### config.mk
export PLATFORM = sky130hd
export DESIGN_NAME = cla_adder_4bit_flat
export DESIGN_NICKNAME = d
export VERILOG_FILES = /design/src/rtl/cla_adder_4bit_if.sv /design/src/rtl/cla_adder_4bit.sv /design/src/flat_wrapper.sv
export SDC_FILE = /design/constraint.sdc
export NUM_CORES = 1
export LEC_CHECK = 0
export BUFFER_PORTS_ARGS = -buffer_cell sky130_fd_sc_hd__buf_2
export CORE_AREA = 2 2 39 41
export DETAILED_ROUTE_END_ITERATION = 16
export DIE_AREA = 0 0 41 43
export HOLD_SLACK_MARGIN = 0.05
export PLACE_DENSITY = 0.66
export SYNTH_ARGS = -nofsm -noshare
export SYNTH_HDL_FRONTEND = slang
export SYNTH_SLANG_ARGS = --single-unit
### constraint.sdc
create_clock -name clk -period 1.49 [get_ports clk]
set_clock_uncertainty 0.2 [all_clocks]
set_input_delay 0.298 -clock clk [delete_from_list [all_inputs] [get_ports clk]]
set_output_delay 0.298 -clock clk [all_outputs]
set_load 0.005 [all_outputs]
### src/rtl/cla_adder_4bit_if.sv
// Operand/result bundle for the registered carry-lookahead adder.
// The master side drives operands; the slave side (the adder) returns the registered result.
interface cla_adder_4bit_if #(
  parameter int WIDTH = 4
);
  logic             in_valid;
  logic [WIDTH-1:0] a;
  logic [WIDTH-1:0] b;
  logic             cin;
  logic [WIDTH-1:0] s;
  logic             cout;
  logic             gg;
  logic             gp;
  logic             out_valid;

  modport master (
    output in_valid, a, b, cin,
    input  s, cout, gg, gp, out_valid
  );

  modport slave (
    input  in_valid, a, b, cin,
    output s, cout, gg, gp, out_valid
  );
endinterface

### src/rtl/cla_adder_4bit.sv
// Registered carry-lookahead adder: 4-bit lookahead groups joined by a flat
// second-level group-lookahead unit, one register stage on the outputs.
module cla_adder_4bit #(
  parameter int WIDTH = 4
) (
  input  logic           clk,
  input  logic           rst,
  cla_adder_4bit_if.slave bus
);
  localparam int NGRP = WIDTH / 4;

  if ((WIDTH % 4) != 0 || WIDTH < 4) begin : g_width_check
    $error("cla_adder_4bit: WIDTH must be a positive multiple of 4");
  end

  // Flat sum-of-products lookahead across groups: carry into group k is built
  // directly from group G/P and ci, never from the carry-out of group k-1.
  function automatic logic group_carry(input logic [NGRP-1:0] gv,
                                       input logic [NGRP-1:0] pv,
                                       input logic            ci,
                                       input int              k);
    logic acc;
    logic term;
    acc = ci;
    for (int i = 0; i < k; i++) acc = acc & pv[i];
    for (int j = 0; j < k; j++) begin
      term = gv[j];
      for (int i = j + 1; i < k; i++) term = term & pv[i];
      acc = acc | term;
    end
    return acc;
  endfunction

  logic [WIDTH-1:0] g;
  logic [WIDTH-1:0] p;
  logic [WIDTH-1:0] c;
  logic [NGRP-1:0]  grp_g;
  logic [NGRP-1:0]  grp_p;
  logic [NGRP:0]    grp_c;

  assign g = bus.a & bus.b;
  assign p = bus.a ^ bus.b;

  for (genvar k = 0; k < NGRP; k++) begin : g_grp
    logic [3:0] gl;
    logic [3:0] pl;
    logic       c0;

    assign gl = g[4*k +: 4];
    assign pl = p[4*k +: 4];
    assign c0 = grp_c[k];

    assign c[4*k]   = c0;
    assign c[4*k+1] = gl[0] | (pl[0] & c0);
    assign c[4*k+2] = gl[1] | (pl[1] & gl[0]) | (pl[1] & pl[0] & c0);
    assign c[4*k+3] = gl[2] | (pl[2] & gl[1]) | (pl[2] & pl[1] & gl[0])
                    | (pl[2] & pl[1] & pl[0] & c0);

    assign grp_p[k] = &pl;
    assign grp_g[k] = gl[3] | (pl[3] & gl[2]) | (pl[3] & pl[2] & gl[1])
                    | (pl[3] & pl[2] & pl[1] & gl[0]);
  end

  assign grp_c[0] = bus.cin;
  for (genvar k = 1; k <= NGRP; k++) begin : g_gcarry
    assign grp_c[k] = group_carry(grp_g, grp_p, bus.cin, k);
  end

  logic [WIDTH-1:0] sum_next;
  logic             gg_next;
  logic             gp_next;

  assign sum_next = p ^ c;
  // Whole-word generate is the word carry-out with the carry-in forced low.
  assign gg_next  = group_carry(grp_g, grp_p, 1'b0, NGRP);
  assign gp_next  = &grp_p;

  logic [WIDTH-1:0] s_q;
  logic             cout_q;
  logic             gg_q;
  logic             gp_q;
  logic             out_valid_q;

  always_ff @(posedge clk) begin
    if (rst) begin
      s_q         <= '0;
      cout_q      <= 1'b0;
      gg_q        <= 1'b0;
      gp_q        <= 1'b0;
      out_valid_q <= 1'b0;
    end else if (bus.in_valid) begin
      s_q         <= sum_next;
      cout_q      <= grp_c[NGRP];
      gg_q        <= gg_next;
      gp_q        <= gp_next;
      out_valid_q <= 1'b1;
    end else begin
      out_valid_q <= 1'b0;
    end
  end

  assign bus.s         = s_q;
  assign bus.cout      = cout_q;
  assign bus.gg        = gg_q;
  assign bus.gp        = gp_q;
  assign bus.out_valid = out_valid_q;
endmodule

### src/flat_wrapper.sv
// flat-port wrapper written by rule: the top's interface ports become plain ports
module cla_adder_4bit_flat 
#(
  parameter int WIDTH = 4
)
  (clk, rst, bus_in_valid, bus_a, bus_b, bus_cin, bus_s, bus_cout, bus_gg, bus_gp, bus_out_valid);
  cla_adder_4bit_if #(.WIDTH(WIDTH)) bus_i ();
  input  logic clk;
  input  logic rst;
  input wire logic [$bits(bus_i.in_valid)-1:0] bus_in_valid;
  input wire logic [$bits(bus_i.a)-1:0] bus_a;
  input wire logic [$bits(bus_i.b)-1:0] bus_b;
  input wire logic [$bits(bus_i.cin)-1:0] bus_cin;
  output wire logic [$bits(bus_i.s)-1:0] bus_s;
  output wire logic [$bits(bus_i.cout)-1:0] bus_cout;
  output wire logic [$bits(bus_i.gg)-1:0] bus_gg;
  output wire logic [$bits(bus_i.gp)-1:0] bus_gp;
  output wire logic [$bits(bus_i.out_valid)-1:0] bus_out_valid;
  assign bus_i.in_valid = bus_in_valid;
  assign bus_i.a = bus_a;
  assign bus_i.b = bus_b;
  assign bus_i.cin = bus_cin;
  assign bus_s = bus_i.s;
  assign bus_cout = bus_i.cout;
  assign bus_gg = bus_i.gg;
  assign bus_gp = bus_i.gp;
  assign bus_out_valid = bus_i.out_valid;
  cla_adder_4bit #(.WIDTH(WIDTH)) u_core (.clk(clk), .rst(rst), .bus(bus_i));
endmodule
==> impl_metrics.py <==
metrics = {
    "pwr": {
        "power_density_nw_per_um2": 828,
        "ir_worst_vdd_mv": 0.400,
        "p_leak_uw": 0.000334,
    },
    "layout": {
        "n_fill_cell": 148,
        "fin_nets": 97,
        "final_cell_mix": "buf_2, dfxtp_1, nor2_1, buf_4",
        "seq_area_um2": 160,
        "drive_gt1_share_pct": 39.7,
        "instances_no_fill": 94,
        "fin_util_pct": 48.8,
        "n_antenna_cell": 0,
        "multi_input_area_um2": 318,
        "final_area_um2": 676,
        "area_delta_synth_final_pct": 39.5,
        "final_common_cell": "buf_2",
    },
    "logic_synthesis": {
        "muxShareOfSynthArea_pct": 4.13,
        "synth_xor_area_share_pct": 1.81,
        "synth.top_cell.area_share_pct": 33.1,
        "ys_async_sr_fraction_pct": 0,
        "ys_top_cells_by_area": "dfxtp_1, ha_1, a2111o_1, a211oi_1, a21o_1",
        "synth_seq_cells": 8,
        "ys_warn_count": 0,
        "synth_compound_area_share_pct": 22.7,
        "syn_avg_cell_area_um2": 9.31,
        "synth_simple_gate_area_share_pct": 17.3,
        "synth_cell_type_count": 22,
        "synth_ff_type": "dfxtp_1",
        "synthesis.nets": 69,
        "synth_area_um2": 484,
        "yosys.area_share.adder_pct": 14.5,
        "synth-edff-count": 0,
        "synth_top_family_by_area": "compound AO/OA/AOI/OAI gates",
        "syn_inst": 52,
        "synth_area_leader_cell": "dfxtp_1",
        "yosysSeqAreaShare_pct": 33.1,
    },
    "sta": {
        "slew_headroom_pct": 84.8,
        "rsz0062_at_grt": "no",
        "hold_viol_final": 0,
        "whs_ns": 0.159,
        "setup_viol": 0,
        "fin_ws_ns": 0.0942,
        "worst_slew_pin_slew_ns": 0.228,
        "finalCriticalPeriod_ns": 1.40,
        "slew_viol_final": 0,
        "post-route-period-util_pct": 93.7,
        "max_clock_freq_ghz": 0.716,
    },
    "run_status": {
        "run_status": "complete, no violations",
    },
    "floorplanning": {
        "chipWidth_um": 41,
        "coreArea_um2": 1380,
        "die_area_um2": 1760,
        "die_y_um": 43,
        "boundaryPins": 20,
        "initial_utilization_pct": 35.0,
        "fp-row-count": 14,
    },
    "placement": {
        "dp_cells": 91,
        "hpwl_um": 878,
        "gp_congestion": 0.733,
        "port_buffers": 19,
        "placed_area_um2": 653,
        "dp_slack_ns": -0.165,
    },
    "worst_hold_path": {
        "hold_class": "input pin to register",
    },
    "clocking": {
        "path_clk_slew_ns": 0.06,
        "hold_buffers": 0,
        "post_cts_buffers": 0,
        "clkSinkCount": 8,
        "cts_resized": 0,
        "cts_tree": "yes",
        "clockBufferDepth": 2,
        "clock_latency_ns": 0.24,
        "htree_levels": 1,
        "cts_buffers": 3,
        "root_buffer": "clkbuf_4",
    },
    "job": {
        "maxCapViolations": 0,
    },
    "routing": {
        "antenna_left": 0,
        "viasPerCell": 5.14,
        "drc_errors": 0,
        "finalWirelength_mm": 1.04,
        "wl_per_cell_um": 11.1,
        "dr_total_vias": 483,
        "first_pass_iters": 4,
        "first_iter_violations": 9,
    },
    "setup_path": {
        "cp.arrival_ns": 1.37,
        "path_max_fanout": 3,
        "cp-start-kind": "input pin",
        "endpoint_kind": "register",
        "crit_type": "input pin to register",
        "required_ns": 1.46,
    },
    "global_routing": {
        "grt_pass1_vias": 412,
        "antenna_found_initial": 0,
        "grt.total_usage_pct": 13.8,
        "grt_max_degree": 14,
        "grt_pass1_wl_mm": 1.64,
        "overflow": 0,
    },
}
-- Yosys cell counts (all sizes together) (2+ instances only) --
cell type	count
dfxtp	8
nor2	6
a21oi	4
ha	4
inv	4
a211oi	3
a21o	3
a2111o	2
and4	2
buf	2
mux2i	2
nand2	2
nor3b	2
or3	2
-- where the power goes --
group          switching [uW]  internal, uW
Clock                    71.3          92.0
Sequential               7.05           232
Combinational            73.1          84.3
Total                     152           408
-- path summary, 6_finish.rpt --
path / start / to / depth (start not counted) / slack (ns)
max: bus_b[0] / u_core.bus.s[3] / 5 / 0.09
min: rst / u_core.bus.out_valid / 2 / 0.16
max reg2reg: u_core.bus.s[3] / u_core.bus.s[3] / 3 / 0.50
min reg2reg: u_core.bus.gg / u_core.bus.gg / 2 / 0.28
-- per-stage QoR --
stage          total power (uW)  TNS [ns]
6_report                    559         0
5_1_grt                     600         0
4_1_cts                     567         0
3_5_place_dp                402    -0.528
3_3_place_gp                399    -0.448
2_1_floorplan               335         0
-- worst max-delay path: stages --
cell and delay [ns]:
buf_2 0.11, ha_1 0.31, and4_1 0.20, a2111o_1 0.38, o211ai_1 0.08
-- layout make-up --
| type | count | area share, % |
|---|---|---|
| timing repair buffer | 25 | 20.7 |
| inverter | 4 | 2.22 |
| multi-input combinational | 38 | 47.0 |
| tap | 16 | 2.96 |
| sequential | 8 | 23.7 |
| clock buffer | 3 | 3.33 |
-- flip-flops by register name (all words and copies together) (netlist names) --
register              count
u_core.bus.gp             1
u_core.bus.s              4
u_core.bus.out_valid      1
u_core.bus.cout           1
u_core.bus.gg             1
-- routing by layer --
metal / vias to the layer above / part of all wire (%) / global-route usage (%)
li1: 247 / - / -
met1: 225 / 46 / 16.8
met4: 0 / 0 / 6.00
met3: 0 / 5.0 / 4.71
met2: 11 / 49 / 20.9
met5: - / 0 / 0
-- logic make-up after synthesis --
kind of cell / after synthesis
DFF: 8
AOI/OAI and AO/OA: 15
and+or+nand+nor: 15
buffers and inverters: 6
xor gates and xnor gates: 1
adders and majority gates: 5
muxes: 2
(Power assumes the default switching activity.)
